### src/rtl/task_output_packetizer_pkg.sv
// Shared definitions for the task output packetizer.
//   task_output_state_e : packetizer FSM states
//   DEF_*               : default parameter values
//   words_to_bytes()    : byte size of a packet of whole words
package task_output_packetizer_pkg;

    typedef enum logic [1:0] {
        S_LOAD  = 2'd0,
        S_START = 2'd1,
        S_SEND  = 2'd2
    } task_output_state_e;

    localparam int DEF_DATA_W  = 8;
    localparam int DEF_DEPTH   = 256;
    localparam int DEF_PKT_LEN = 256;
    localparam int DEF_SIZE_W  = 12;

    function automatic int unsigned words_to_bytes(input int unsigned words,
                                                   input int unsigned data_w);
        return words * (data_w / 8);
    endfunction

endpackage

### src/rtl/task_output_packetizer_fifo.sv
// Show-ahead synchronous FIFO: o_rdata is the head word whenever not empty.
// Ports:
//   i_clk, i_clr_n  : clock, synchronous active-low clear (pointers/count)
//   i_wr, i_wdata   : write strobe and data (ignored when full)
//   i_rd            : pop the head word (ignored when empty)
//   o_rdata         : head word
//   o_full, o_empty, o_count : occupancy status
module sync_fifo_showahead #(
    parameter int DATA_W = 8,
    parameter int DEPTH  = 256
) (
    input  logic                       i_clk,
    input  logic                       i_clr_n,
    input  logic                       i_wr,
    input  logic [DATA_W-1:0]          i_wdata,
    input  logic                       i_rd,
    output logic [DATA_W-1:0]          o_rdata,
    output logic                       o_full,
    output logic                       o_empty,
    output logic [$clog2(DEPTH):0]     o_count
);
    localparam int AW = $clog2(DEPTH);

    logic [DATA_W-1:0] mem_q [DEPTH];
    logic [AW-1:0]     wptr_q, wptr_d, rptr_q, rptr_d;
    logic [AW:0]       cnt_q, cnt_d;
    logic              do_wr, do_rd;

    always_comb begin
        do_wr  = i_wr && !o_full;
        do_rd  = i_rd && !o_empty;
        // DEPTH is a power of two, so the pointers wrap on their own
        wptr_d = wptr_q + AW'(do_wr);
        rptr_d = rptr_q + AW'(do_rd);
        cnt_d  = cnt_q + (AW+1)'(do_wr) - (AW+1)'(do_rd);
    end

    always_ff @(posedge i_clk) begin
        if (!i_clr_n) begin
            wptr_q <= '0;
            rptr_q <= '0;
            cnt_q  <= '0;
        end else begin
            wptr_q <= wptr_d;
            rptr_q <= rptr_d;
            cnt_q  <= cnt_d;
        end
    end

    // storage is not cleared; the pointers alone define what is valid
    always_ff @(posedge i_clk) begin
        if (do_wr && i_clr_n) mem_q[wptr_q] <= i_wdata;
    end

    assign o_rdata = mem_q[rptr_q];
    assign o_full  = (cnt_q == (AW+1)'(DEPTH));
    assign o_empty = (cnt_q == '0);
    assign o_count = cnt_q;

endmodule

### src/rtl/task_output_packetizer.sv
// Task output packetizer: buffers result words and sends them to the task
// manager as one packet when PKT_LEN words are collected or on i_flush.
// Ports:
//   i_clk, i_rst_n                 : clock, synchronous active-low reset
//   i_data, i_data_valid, i_flush  : result words from the task core
//   i_tmanager_ready               : manager accepts the current word
//   o_tanswer_ready, o_tdata,
//   o_tanswer_data_last            : packet beat, valid and last marker
//   o_packet_size_in_bytes         : byte size of the packet in flight, else 0
//   o_busy, o_full, o_drop         : status; o_drop pulses on discarded input
module task_output_packetizer
    import task_output_packetizer_pkg::*;
#(
    parameter int DATA_W  = DEF_DATA_W,
    parameter int DEPTH   = DEF_DEPTH,
    parameter int PKT_LEN = DEF_PKT_LEN,
    parameter int SIZE_W  = DEF_SIZE_W
) (
    input  logic              i_clk,
    input  logic              i_rst_n,
    input  logic [DATA_W-1:0] i_data,
    input  logic              i_data_valid,
    input  logic              i_flush,
    input  logic              i_tmanager_ready,
    output logic              o_tanswer_ready,
    output logic [DATA_W-1:0] o_tdata,
    output logic              o_tanswer_data_last,
    output logic [SIZE_W-1:0] o_packet_size_in_bytes,
    output logic              o_busy,
    output logic              o_full,
    output logic              o_drop
);
    localparam int CW = $clog2(DEPTH) + 1;

    task_output_state_e state_q, state_d;
    logic [CW-1:0]      wcnt_q, wcnt_d, rem_q, rem_d, wcnt_post;
    logic [SIZE_W-1:0]  size_q, size_d;
    logic               wr_en, beat, trigger;
    logic [DATA_W-1:0]  fifo_rdata;
    logic               fifo_full, fifo_empty;
    logic [CW-1:0]      fifo_count;

    sync_fifo_showahead #(
        .DATA_W (DATA_W),
        .DEPTH  (DEPTH)
    ) u_fifo (
        .i_clk   (i_clk),
        .i_clr_n (i_rst_n),
        .i_wr    (wr_en),
        .i_wdata (i_data),
        .i_rd    (beat),
        .o_rdata (fifo_rdata),
        .o_full  (fifo_full),
        .o_empty (fifo_empty),
        .o_count (fifo_count)
    );

    // handshake / trigger decode
    always_comb begin
        wr_en     = (state_q == S_LOAD) && i_data_valid && !fifo_full;
        beat      = (state_q == S_SEND) && i_tmanager_ready && !fifo_empty;
        // a write in the same cycle as a flush counts toward the packet
        wcnt_post = wcnt_q + CW'(wr_en);
        trigger   = (state_q == S_LOAD) &&
                    ((wr_en && (wcnt_post == CW'(PKT_LEN))) ||
                     (i_flush && (wcnt_post != '0)));
    end

    // state register
    always_ff @(posedge i_clk) begin
        if (!i_rst_n) state_q <= S_LOAD;
        else          state_q <= state_d;
    end

    // next state
    always_comb begin
        state_d = state_q;
        case (state_q)
            S_LOAD:  if (trigger) state_d = S_START;
            S_START: state_d = S_SEND;
            S_SEND:  if (beat && (rem_q == CW'(1))) state_d = S_LOAD;
            default: state_d = S_LOAD;
        endcase
    end

    // outputs
    always_comb begin
        o_tanswer_ready        = (state_q == S_SEND);
        o_tanswer_data_last    = (state_q == S_SEND) && (rem_q == CW'(1));
        o_tdata                = fifo_rdata;
        o_packet_size_in_bytes = size_q;
        o_busy                 = (state_q != S_LOAD);
        o_full                 = (fifo_count == CW'(DEPTH));
        // any valid word that was not written is lost
        o_drop                 = i_data_valid && !wr_en;
    end

    // word counter, remaining beats, size register
    always_comb begin
        wcnt_d = wcnt_q;
        rem_d  = rem_q;
        size_d = size_q;
        case (state_q)
            S_LOAD: wcnt_d = wcnt_post;
            S_START: begin
                rem_d  = wcnt_q;
                size_d = SIZE_W'(words_to_bytes(32'(wcnt_q), DATA_W));
                wcnt_d = '0;
            end
            S_SEND: begin
                if (beat) begin
                    rem_d = rem_q - CW'(1);
                    if (rem_q == CW'(1)) size_d = '0;
                end
            end
            default: ;
        endcase
    end

    always_ff @(posedge i_clk) begin
        if (!i_rst_n) begin
            wcnt_q <= '0;
            rem_q  <= '0;
            size_q <= '0;
        end else begin
            wcnt_q <= wcnt_d;
            rem_q  <= rem_d;
            size_q <= size_d;
        end
    end

endmodule

### config.mk
export PLATFORM = sky130hd
export DESIGN_NAME = task_output_packetizer
export DESIGN_NICKNAME = d
export VERILOG_FILES = /design/src/rtl/task_output_packetizer_pkg.sv /design/src/rtl/task_output_packetizer_fifo.sv /design/src/rtl/task_output_packetizer.sv
export SDC_FILE = /design/constraint.sdc
export NUM_CORES = 2
export LEC_CHECK = 0
export CORE_MARGIN = 5
export CORE_UTILIZATION = 40
export DETAILED_ROUTE_END_ITERATION = 10
export GPL_ROUTABILITY_DRIVEN = 0
export GPL_TIMING_DRIVEN = 0
export PLACE_DENSITY = 0.62
export SLEW_MARGIN = 20
export SYNTH_ARGS = -nofsm -noshare
export SYNTH_HDL_FRONTEND = slang
export SYNTH_SLANG_ARGS = --single-unit
### constraint.sdc
create_clock -name i_clk -period 3.1 [get_ports i_clk]
set_clock_uncertainty 0.1 [all_clocks]
set_input_delay 0.775 -clock i_clk [delete_from_list [all_inputs] [get_ports i_clk]]
set_output_delay 0.775 -clock i_clk [all_outputs]
set_load 0.03 [all_outputs]
==> impl_metrics.csv <==
group,metric,value,unit
status,status,"finished with violations",
status,violations,"negative setup slack",
placement,port_buffers,34,
drt,drt-pass1-iter-count,7,
global_routing,grt_max_degree,129,
floorplan,dieArea,216000,um2
global_routing,globalRouteTotalUtil,30.1,%
synth,yosys.area_share.simple,3.07,%
critical_path,rr_worst_depth,3,
worst_hold_path,min_to,"u_fifo.mem_q[85][5]",
synth,synth-async-reset-ratio,0,%
synth,ys_ff_latch,2102,
sta,layout_setup_ws,-2.24,ns
sta,slew_violations,0,
global_routing,grt_pass1_wl,431,mm
clocking,root_buffer,"clkbuf_16",
drt,final_antenna_net_count,0,
critical_path,reg2reg_to,"u_fifo.mem_q[239][4]",
synth,synth-compound-area-share,3.58,%
sta,period_share,172,%
finish,fillerInstances,16134,
sta,setup_viol,505,
worst_hold_path,worstHoldStart,"i_data[5]",
finish,drive_gt1_share,36.7,%
placement,dpl.cell_count,6853,
synth,synth_area_per_cell,20.3,um2
placement,dp.final_hpwl,211,mm
placement,dp_slack,-3.47,ns
synth,seq_area_frac_synth,75.7,%
power_and_ir_drop,ir_drop,0.549,mV
synth,yosysTopAreaCell,"edfxtp_1",
sta,hold_viol,0,
finish,nNetsFinal,4620,
finish,stdcell_area,102000,um2
clocking,cts_tree,"yes",
clocking,htreeDepth,4,
synth,synthXorXnorAreaFrac,0.254,%
critical_path,r2r_start,"u_fifo.wptr_q[5]",
clocking,cts.sinks,2102,
drt,vias,49893,
power_and_ir_drop,power_frac_clock,39.6,%
critical_path,worstPathMaxFanout,10,
worst_hold_path,hold_depth,1,
placement,dpl_cell_area,88000,um2
critical_path,crit_required,2.22,ns
global_routing,grt-ovfl-total,0,
sta,fmax,187,MHz
power_and_ir_drop,combinationalPowerShare,11.8,%
drt,drtIter0Drc,9495,
power_and_ir_drop,power.switching,16.2,mW
global_routing,antenna_found_initial,22,
drt,wl_per_cell,44.5,um
floorplan,coreArea,205000,um2
synth,synthMuxAreaShare,14.9,%
floorplan,initial_core_util,40.3,%
floorplan,std_cell_rows,166,
power_and_ir_drop,powerDensity,637,nW/um2
sta,tightest_slew,1.33,ns
power_and_ir_drop,p_leak,30.7,nW
run,maxCapViolCount,0,
critical_path,crit_type,"register to output pin",
clocking,clock_latency,0.87,ns
drt,drcViolationCount,0,
critical_path,crit_path_start_kind,"register",
finish,syn_to_final_growth,22.9,%
floorplan,ios,38,
floorplan,die_h,465,um
synth,synth_enable_flop_cells,2048,
critical_path,cp-end-kind,"output pin",
clocking,cts_buffer_depth,3,
finish,multi_input_area,21400,um2
drt,totalWireLength,332,mm
power_and_ir_drop,p_seq_share,48.6,%
synth,yosys.area_share.adder,0.388,%
critical_path,rrSetupSlack,-0.25,ns
power_and_ir_drop,intPower,48.6,mW
critical_path,cp.arrival,4.46,ns
clocking,cts_buffers,207,
finish,fin_util,49.5,%
power_and_ir_drop,p_sw_share,25.0,%
synth,syn_area,82600,um2
synth,synth_cells,4075,
synth,ys_types,75,
synth,synth_top_family_by_area,"multiplexers",
global_routing,grt_pass1_vias,46191,
finish,regArea,62600,um2
drt,vias_per_cell,6.69,
synth,yosysWarnings,0,
synth,synth_area_leaders,"edfxtp_1 74%, mux4_2 12%, mux2i_1 2.2%, nor2_1 1.5%, dfxtp_1 1.3%",
sta,relSlewSlack,11.2,%
synth,synth_top_area_share,74.4,%
sta,rsz0062_at_grt,"true",
worst_hold_path,min_path_type,"input pin to register",
clocking,clk_pin_slew,0.06,ns
sta,finalCriticalPeriod,5.34,ns
finish,final_cells,7460,
floorplan,die_w,465,um
synth,synth-main-ff-cell,"edfxtp_1",
sequential cells by signal (all words and copies together) (netlist names):
name	cells
wcnt_q	9
u_fifo.o_count	9
u_fifo.wptr_q	8
u_fifo.rptr_q	8
o_packet_size_in_bytes	9
rem_q	9
state_q	2
u_fifo.mem_q	2048
power groups by stage:
stage                     combinational (mW)  clock [mW]  sequential, mW
after floorplan                         3.06           0            32.0
after global placement                  5.54           0            32.4
after detailed placement                5.72           0            32.0
after CTS                               6.93        25.5            31.4
after global routing                    7.75        26.7            31.4
final                                   7.66        25.6            31.4
synthesized netlist by cell type, types with 32 or more instances:
cell and instances:
edfxtp_1 2048, a21oi_1 76, clkbuf_1 106, nor2_1 320, a221oi_1 34, o21ai_0 41, nand3_1 37, mux4_2 454
buf_6 38, dfxtp_1 54, a22oi_1 84, nand2_1 83, a211oi_1 32, o22ai_1 34, buf_2 58, mux2i_1 184
final cells by class:
cell class | instances | area share [%]
flip-flops and latches | 2102 | 61.6
multi-input cells | 1698 | 21.1
clock buffers | 254 | 5.30
repair buffers | 303 | 4.03
well taps | 2688 | 3.31
plain buffers | 243 | 3.16
clock inverters | 129 | 1.38
inverters | 27 | 0.102
diodes | 16 | 0.0394
placed cells by master (no fill, tap or decap), types with 25 or more instances in the layout:
| master | n |
|---|---|
| buf_4 | 172 |
| clkbuf_4 | 26 |
| nand2_1 | 62 |
| mux2i_1 | 151 |
| buf_6 | 36 |
| a22oi_1 | 69 |
| clkbuf_2 | 33 |
| o21ai_0 | 26 |
| clkbuf_1 | 63 |
| nor2_2 | 53 |
| clkbuf_16 | 210 |
| edfxtp_1 | 2048 |
| o22ai_1 | 30 |
| buf_12 | 89 |
| buf_8 | 34 |
| nor2_4 | 181 |
| mux4_2 | 457 |
| clkinv_1 | 49 |
| nor2_1 | 86 |
| dfxtp_1 | 46 |
| clkinv_2 | 32 |
| a21oi_1 | 56 |
| buf_16 | 90 |
| and2_1 | 25 |
cell families (layout without fill, tap and decap cells):
kind of cell | after synthesis | in the layout
simple gates | 573 | 573
compound gates | 419 | 419
xor+xnor | 24 | 24
buf+inv | 277 | 956
flops | 2102 | 2102
other cells | 1 | 19
mux | 654 | 654
fa+ha+maj | 25 | 25
critical path, stage by stage (launching register included):
cell and delay [ns]:
dfxtp_1 0.34, buf_4 0.28, inv_1 0.14, clkbuf_2 0.41
buf_16 0.31, nand2_1 0.32, o22ai_1 0.17, a221oi_1 0.27
buf_2 0.29, o31a_1 0.28, o21ai_2 0.14, o2bb2ai_4 0.32
buf_2 0.27
worst max path at each step:
stage | to | start | cells past startpoint | slack (ns)
after floorplan | o_tdata[3] | u_fifo.rptr_q[0] | 12 | -0.12
after global placement | u_fifo.mem_q[132][7] | i_data[7] | 1 | -6.65
after detailed placement | o_tdata[5] | u_fifo.rptr_q[1] | 11 | -3.47
after CTS | o_tdata[4] | u_fifo.rptr_q[0] | 11 | -2.13
after global routing | o_tdata[4] | u_fifo.rptr_q[0] | 13 | -2.07
final | o_tdata[5] | u_fifo.rptr_q[2] | 12 | -2.24
metal layers:
layer  GRT usage (%)  up-vias  part of all wire (%)
li1                -    17956                     -
met1            37.2    25738                    33
met2            41.1     4975                    41
met3            15.0     1196                    17
met4            20.4       28                   8.6
met5           0.824        -                  0.19
what timing repair did:
item | 4_1_cts | 5_1_grt
pin swaps | 70 | 61
buffers inserted | 143 | 73
gates resized for setup | 1009 | 210
endpoints found under the setup margin | 2069 | 1851
cloned | 1 | 0
hold buffers | 0 | 0
stage by stage:
step	power (mW)	hold WS, ns	setup TNS (ns)
after floorplan	35.1	0.391	-0.447
after global placement	37.9	0.408	-
after detailed placement	37.7	0.413	-2285.12
after CTS	63.8	0.144	-22.50
after global routing	65.9	0.157	-27.45
final	64.7	0.166	-64.96
No activity file was read; power rests on OpenSTA's default activity.
